**src/rtl/ipid_slice_collector.sv**
```systemverilog
// ipid_slice_collector: packs 16-bit IP-ID slices into 256-bit signatures and streams them out in order.
// Optional per-slice even-parity checking is enabled with `define SLICE_PARITY_EN.
`default_nettype none

module ipid_slice_collector #(
  parameter int SLICE_W = 16,
  parameter int SIG_W   = 256,
  parameter int DEPTH   = 10,
  parameter int IDX_W   = 4
) (
  input  logic               clk,
  input  logic               rst,
  input  logic               start,
  input  logic               abort,
  input  logic               slice_valid,
  input  logic [SLICE_W-1:0] slice_data,
  input  logic               slice_par,
  output logic               sig_valid,
  input  logic               sig_ready,
  output logic [SIG_W-1:0]   sig_data,
  output logic [IDX_W-1:0]   sig_idx,
  output logic [IDX_W-1:0]   sigs_stored,
  output logic               busy,
  output logic               done,
  output logic               err_overflow,
  output logic               err_parity
);

  localparam int NSL   = SIG_W / SLICE_W;
  localparam int CNT_W = (NSL > 1) ? $clog2(NSL) : 1;

  typedef enum logic [1:0] {IDLE, COLLECT, DRAIN, DONE} state_t;

  state_t                   state, state_nxt;
  logic [SIG_W-SLICE_W-1:0] shreg;
  logic [SIG_W-1:0]         buffer [DEPTH];
  logic [SIG_W-1:0]         next_sig;
  logic [IDX_W-1:0]         wr_idx, rd_idx;
  logic [CNT_W-1:0]         slice_cnt;
  logic                     ovf_flag;
  logic                     par_bad;
  logic                     session_clr, shift_en, write_en, drop, set_ovf, consume;

  assign next_sig = {shreg, slice_data};

`ifdef SLICE_PARITY_EN
  logic par_flag;
  assign par_bad    = ^{slice_data, slice_par};
  assign err_parity = par_flag;
`else
  logic unused_par;
  assign unused_par = slice_par;
  assign par_bad    = 1'b0;
  assign err_parity = 1'b0;
`endif

  always_ff @(posedge clk or negedge rst) begin
    if (!rst) state <= IDLE;
    else      state <= state_nxt;
  end

  always_comb begin
    state_nxt   = state;
    session_clr = 1'b0;
    shift_en    = 1'b0;
    write_en    = 1'b0;
    drop        = 1'b0;
    set_ovf     = 1'b0;
    consume     = sig_valid && sig_ready;
    case (state)
      IDLE, DONE: begin
        if (start) begin
          state_nxt   = COLLECT;
          session_clr = 1'b1;
        end
      end
      COLLECT: begin
        if (slice_valid) begin
          if (par_bad) begin
            drop = 1'b1;
          end else begin
            shift_en = 1'b1;
            if (slice_cnt == CNT_W'(NSL - 1)) begin
              write_en = 1'b1;
              if (wr_idx == IDX_W'(DEPTH - 1)) state_nxt = DRAIN;
            end
          end
        end
      end
      DRAIN: begin
        set_ovf = slice_valid;
        if (consume && rd_idx == IDX_W'(DEPTH - 1)) state_nxt = DONE;
      end
      default: state_nxt = IDLE;
    endcase
    // abort overrides everything, including an in-flight consume
    if (abort) begin
      state_nxt   = IDLE;
      session_clr = 1'b0;
      shift_en    = 1'b0;
      write_en    = 1'b0;
      drop        = 1'b0;
      set_ovf     = 1'b0;
      consume     = 1'b0;
    end
  end

  always_ff @(posedge clk or negedge rst) begin
    if (!rst) begin
      shreg     <= '0;
      slice_cnt <= '0;
      wr_idx    <= '0;
      rd_idx    <= '0;
      ovf_flag  <= 1'b0;
`ifdef SLICE_PARITY_EN
      par_flag  <= 1'b0;
`endif
    end else if (abort) begin
      shreg     <= '0;
      slice_cnt <= '0;
      wr_idx    <= '0;
      rd_idx    <= '0;
    end else if (session_clr) begin
      shreg     <= '0;
      slice_cnt <= '0;
      wr_idx    <= '0;
      rd_idx    <= '0;
      ovf_flag  <= 1'b0;
`ifdef SLICE_PARITY_EN
      par_flag  <= 1'b0;
`endif
    end else begin
      if (shift_en) begin
        shreg     <= next_sig[SIG_W-SLICE_W-1:0];
        slice_cnt <= write_en ? '0 : slice_cnt + 1'b1;
      end
      if (drop) begin
        slice_cnt <= '0;
`ifdef SLICE_PARITY_EN
        par_flag  <= 1'b1;
`endif
      end
      if (write_en) wr_idx <= wr_idx + 1'b1;
      if (consume)  rd_idx <= rd_idx + 1'b1;
      if (set_ovf)  ovf_flag <= 1'b1;
    end
  end

  always_ff @(posedge clk) begin
    if (write_en) buffer[wr_idx] <= next_sig;
  end

  // gate the read so stale buffer contents never reach the port
  assign sig_valid    = (rd_idx < wr_idx);
  assign sig_data     = sig_valid ? buffer[rd_idx] : '0;
  assign sig_idx      = rd_idx;
  assign sigs_stored  = wr_idx;
  assign busy         = (state == COLLECT) || (state == DRAIN);
  assign done         = (state == DONE);
  assign err_overflow = ovf_flag;

endmodule

`default_nettype wire
```
**config.mk**
```make
export PLATFORM = sky130hd
export DESIGN_NAME = ipid_slice_collector
export DESIGN_NICKNAME = d
export VERILOG_FILES = /design/src/rtl/ipid_slice_collector.sv
export SDC_FILE = /design/constraint.sdc
export NUM_CORES = 2
export LEC_CHECK = 0
export CAP_MARGIN = 20
export CORE_MARGIN = 2
export CORE_UTILIZATION = 46
export CTS_BUF_LIST = sky130_fd_sc_hd__clkbuf_8 sky130_fd_sc_hd__clkbuf_16
export DETAILED_ROUTE_END_ITERATION = 10
export GPL_TIMING_DRIVEN = 0
export HOLD_SLACK_MARGIN = 0.05
export PLACE_DENSITY = 0.58
export SLEW_MARGIN = 30
export SYNTH_ARGS = -nofsm -noshare
export SYNTH_HDL_FRONTEND = slang
export SYNTH_SLANG_ARGS = --single-unit
```
**constraint.sdc**
```tcl
create_clock -name clk -period 11.4 [get_ports clk]
set_input_delay 2.28 -clock clk [delete_from_list [all_inputs] [get_ports clk]]
set_output_delay 2.28 -clock clk [all_outputs]
set_load 0.02 [all_outputs]
```
== Word-level counts from Yosys, hierarchy flattened ==
Memory sizes are Yosys's and may differ from the RTL's.
Cells that the tools add are included.

* Flip-flop bits (word level): 255
* RAM bits: 2560
* Input port bits: 23
* Output and inout port bits: 269
* Logic and storage cells: 72
* Memories kept: 1

{| class="wikitable"
|+ Memories
! memory !! depth !! width !! read ports !! clocked after memory_dff !! wr ports !! RTL line !! text
|-
| buffer || 10 || 256 || 1 || 0 || 1 || 36 || <nowiki>logic [SIG_W-1:0] buffer [DEPTH];</nowiki>
|}

* Add/subtract/negate cells: 3
* Magnitude comparators: 1
* Eq/ne operators: 11
* Multiplexer cells: 38
* Bitwise logic cells: 1
* Reductions and logical operators: 11

{| class="wikitable"
|+ Operators by type and width
! cell !! number
|-
| $mux 240 || 3
|-
| $mux 256 || 1
|-
| $mux 4 || 10
|-
| $mux 1 || 17
|-
| $ne 3x3->1 const B || 5
|-
| $add 4x1->4 const B || 3
|-
| $eq 4x4->1 const B || 3
|-
| $mux 2 || 6
|-
| $reduce_bool 3->1 || 3
|-
| $pmux 2 s3 || 1
|-
| $reduce_and 5->1 || 1
|-
| $eq 2x2->1 const B || 2
|-
| $lt 4x4->1 || 1
|-
| $eq 2x1->1 const B || 1
|-
| $logic_and 1x1->1 || 2
|-
| $logic_not 2->1 || 1
|-
| $reduce_and 2->1 || 1
|-
| $reduce_bool 2->1 || 1
|-
| $reduce_or 2->1 || 1
|-
| $logic_or 1x1->1 || 1
|-
| $not 1->1 || 1
|}

== Longest topological paths before layout ==
* Depth in word-level cells: 9
* Mapped depth: 9
* Gate-level depth less buffers: 8

== Worst setup path after synthesis ==
OpenSTA, ideal clock, no wires.

* Path type: input-to-reg
* Start: input abort
* End: memory buffer[0][0] (enable)
* Setup time: 0.651 ns
* Arrival: 8.989 ns
* Data required time: 10.749 ns
* Setup slack: 1.760 ns
* Stages on the path: 4
* Path buffers: 1
* Cell sequence: clkbuf_1 -> or3_1 -> nor2_1 -> and3_1

* Cells in the longest elaborated chain, start to end: 3

{| class="wikitable"
|+ Ends and longest elaborated chain
! what !! RTL line !! text
|-
| start, declared || 14 || <nowiki>input logic abort,</nowiki>
|-
| $mux 1 || 97 || <nowiki>if (abort) begin</nowiki>
|-
| $mux 1 || 150 || <nowiki>if (write_en) buffer[wr_idx] <= next_sig;</nowiki>
|-
| $mux 1 (implied by the code) || 150 ||
|-
| end, declared || 36 ||
|}

No other way between the ends.

== Worst setup path after layout ==
* Start: register rd_idx[1] (netlist: sig_idx[1])
* End: output sig_data[37]

* Cells in the longest elaborated chain, start to end: 2
* Elaborated cells on any way between the ends: 3
* Those cells by class: order compare (1); mux (1); memory (1)

{| class="wikitable"
|+ Ends and longest elaborated chain
! what !! RTL line !! text
|-
| start, declared || 38 || <nowiki>logic [IDX_W-1:0] wr_idx, rd_idx;</nowiki>
|-
| start signal, assigned || 144 || <nowiki>if (consume) rd_idx <= rd_idx + 1'b1;</nowiki>
|-
| $mem_v2 10x256 / $lt 4x4->1 (equally long branches) || -- ||
|-
| $mux 256 * || 155 || <nowiki>assign sig_data = sig_valid ? buffer[rd_idx] : '0;</nowiki>
|-
| end, declared || 20 || <nowiki>output logic [SIG_W-1:0] sig_data,</nowiki>
|}

Mark *: on every way between the ends. The rest lies on a longest branch, timed or not.

==> results.py <==
metrics = {
    "detailed_routing": {
        "drt_iter0_drc": 5447,
        "first_pass_iters": 5,
        "wirelength_um": 277500,
        "wl_per_cell_um": 30.88,
        "ant_nets": 0,
        "drc": 0,
        "num_vias": 53680,
        "vias_per_cell": 5.972,
    },
    "setup_path": {
        "timing.rr.start": "state[1]$_DFFE_PN0P_",
        "cp_common_cell": "a211oi_1",
        "cp_max_fo": 10,
        "worst-setup-path-type": "flop to output pin",
        "worst_path_dominant_cell_family": "buffers and inverters",
        "startpoint": "sig_idx[1]$_DFFE_PN0P_",
        "crit_path_top_delay_cell": "a211oi_1",
        "path_cells": "buf_4, buf_2, buf_1, mux4_2, a211oi_1, a211oi_1, clkdlybuf4s50_1",
        "slowest_delay_ps": 890,
        "path_buf_inv": 4,
        "endpoint_kind": "output pin",
        "start_kind": "flop",
        "worst_ep_arrival_time_ps": 5370,
        "cp_data_required_time_ps": 9120,
    },
    "synthesis": {
        "syn_nets": 5061,
        "syn_area_um2": 107200,
        "synth_top_area_share_pct": 71.70,
        "ys_top_cells_by_count": "edfxtp_1 (2,560), a211oi_1 (512), mux4_2 (512)",
        "yosysSeqAreaShare_pct": 77.65,
        "ys_top_cells_by_area": "edfxtp_1 (72%), mux4_2 (11%), dfrtp_1 (6.0%)",
        "ys_warn_count": 0,
        "synth_edf_count": 2560,
        "synth_most_common_cell": "edfxtp_1",
        "synth.distinct_cells": 43,
        "ys.flop_type": "edfxtp_1",
        "yosys.area.top_type": "edfxtp_1",
        "async_flop_share_pct": 9.059,
        "syn_inst": 5025,
        "ys_seq_elements": 2815,
        "syn_avg_cell_area_um2": 21.34,
    },
    "power": {
        "p_per_area_nw_per_um2": 166.7,
        "peakVddDrop_v": 0.0001368,
        "p_leak_nw": 39.40,
    },
    "die": {
        "dieWidth_um": 486.8,
        "dieArea_um2": 237000,
        "core_um2": 232100,
        "start_util_pct": 46.20,
        "io_pins": 292,
        "die_h_um": 486.8,
        "rows": 177,
    },
    "cts": {
        "cts_setup_buffers": 0,
        "ctsHtreeMaxLevel": 5,
        "clkSinkCount": 2815,
        "numCtsBuffers": 305,
        "cts_resized": 0,
        "clk_transition_reported_paths_ps": 60,
        "cts_buffer_depth": 4,
        "clock_latency_ps": 950,
        "clockRootBuffer": "clkbuf_16",
        "cts_hold_buffers": 0,
        "tritoncts": "yes",
    },
    "grt": {
        "use_met1_pct": 33.15,
        "antenna_found_initial": 22,
        "grt_pass1_wl_um": 398700,
        "grt.met3_usage_pct": 3.584,
        "grt_use_met2_pct": 38.05,
        "grtUsageTotal_pct": 23.43,
        "grt.busiest_layer": "met2",
        "grt_pass1_vias": 54820,
        "grt_overflow": 0,
        "grt_max_degree": 85,
    },
    "final_layout": {
        "n_fill_cell": 17880,
        "finalNonFillerCells": 8988,
        "area_delta_synth_final_pct": 17.40,
        "nNetsFinal": 5755,
        "drive_above_1_share_pct": 20.53,
        "post-route-util_pct": 54.24,
    },
    "sta": {
        "setup_viol": 0,
        "finClkSkew_ps": 67.67,
        "fmax_mhz": 130.7,
        "hold_violations": 0,
        "rsz0062_at_grt": "no",
        "min_period_ps": 7652,
        "slew_headroom_pct": 26.51,
        "final-max-slew-violation-count": 0,
        "setup_slack_ps": 3748,
        "worstMarginPinSlew_ps": 1096,
        "final.setup.tns_ps": 0,
        "min_period_over_period_pct": 67.13,
    },
    "hold_path": {
        "hold_start": "slice_cnt[3]$_DFFE_PN0P_",
        "hp-class": "flop to flop",
    },
    "placement": {
        "portBuffers": 288,
        "gp_congestion": 0.7461,
        "place_inst": 8455,
        "place_hpwl_um": 174400,
        "pre_cts_ws_ps": 4586,
    },
    "job": {
        "cap_violations": 0,
    },
    "status": {
        "status": "completed",
    },
}
## where the power goes
| part | total, W | switching [W] | internal (W) | leakage, nW |
|---|---|---|---|---|
| Clock | 0.00953 | 0.00390 | 0.00563 | 5.01 |
| Combinational | 0.000283 | 0.000224 | 0.0000590 | 7.85 |
| Sequential | 0.0112 | 0.0000312 | 0.0111 | 26.5 |
## cells in the final DEF (no fill, tap or decap), drive strengths merged, types with 2 or more instances in the layout
master | netlist | routed
bufinv | 0 | 21
a311oi | 2 | 2
xnor2 | 3 | 3
ha | 13 | 13
nand2 | 6 | 6
a22o | 240 | 240
dfrtp | 255 | 255
clkinvlp | 0 | 7
buf | 168 | 268
inv | 9 | 77
xor2 | 4 | 4
clkbuf | 172 | 516
edfxtp | 2560 | 2560
o21ai | 5 | 5
clkdlybuf4s50 | 0 | 287
clkinv | 1 | 88
nor2 | 13 | 13
a32o | 2 | 2
nand4 | 3 | 3
and3 | 9 | 9
mux2i | 256 | 256
mux4 | 512 | 512
a21oi | 4 | 4
a211oi | 512 | 512
and4 | 2 | 2
a31oi | 2 | 2
diode | 0 | 6
nand3 | 5 | 5
nor2b | 256 | 256
## cells by family (layout without fill, tap and decap cells)
family | after synthesis | count (layout) | synth area share [%]
muxes | 769 | 769 | 13.15
buffers and inverters | 350 | 1264 | 1.612
xor gates and xnor gates | 7 | 7 | 0.05718
other | 1 | 7 | 0.003497
and+or+nand+nor | 300 | 300 | 1.712
DFF | 2815 | 2815 | 77.65
adders and majority gates | 13 | 13 | 0.1517
AOI/OAI and AO/OA | 770 | 770 | 5.662
## registers in the layout, summed over array words and instances (netlist names)
register and flops:
err_overflow 1, state 2, slice_cnt 4, sig_idx 4, shreg 240, buffer 2560
sigs_stored 4
## worst paths after layout
path | cells past startpoint | endpoint | slack (ps)
max in group asynchronous | 3 | shreg[124]$_DFFE_PN0P_ | 8930
worst min register to register | 1 | slice_cnt[3]$_DFFE_PN0P_ | 490
min in group asynchronous | 1 | shreg[6]$_DFFE_PN0P_ | 1210
worst min-delay path | 1 | slice_cnt[3]$_DFFE_PN0P_ | 490
worst max register to register | 10 | buffer[2][73]$_DFFE_PP_ | 7450
worst max-delay path | 7 | sig_data[37] | 3750
## routing by layer
metal,up-vias,share of wire [%]
li1,22510,-
met1,28880,42
met2,1898,49
met3,390,6.4
met4,8,2.7
met5,-,0.020
## through the flow
step / hold slack [ps] / power (W) / cell area (µm²)
global route: 529.5 / 0.02159 / 125900
detailed placement: 481.9 / 0.01167 / 116200
finish: 492.8 / 0.02099 / 125900
global placement: 491.5 / 0.01166 / 113900
floorplan: 451.2 / 0.01151 / 107200
CTS: 491.1 / 0.02115 / 125800
## area by class of cell
type                            instances  area [µm²]  share of cell area [%]
Clock buffer                          344        8270                   6.570
Buffer                                340        1703                   1.353
Tap cell                             3043        3807                   3.025
Clock inverter                        183        1363                   1.082
Sequential cell                      2815       83250                   66.14
Antenna cell                            6       15.01                 0.01193
Timing Repair Buffer                  387        5102                   4.053
Multi-Input combinational cell       1860       22330                   17.74
Inverter                               10       37.54                 0.02982
## worst register-to-register path, delay by kind of cell (launching register included)
kind,cells,cell delay [ps]
flops,1,400
buf+inv,5,1230
fa+ha+maj,1,300
simple gates,4,1690
Power figures use the tool's default switching activity.
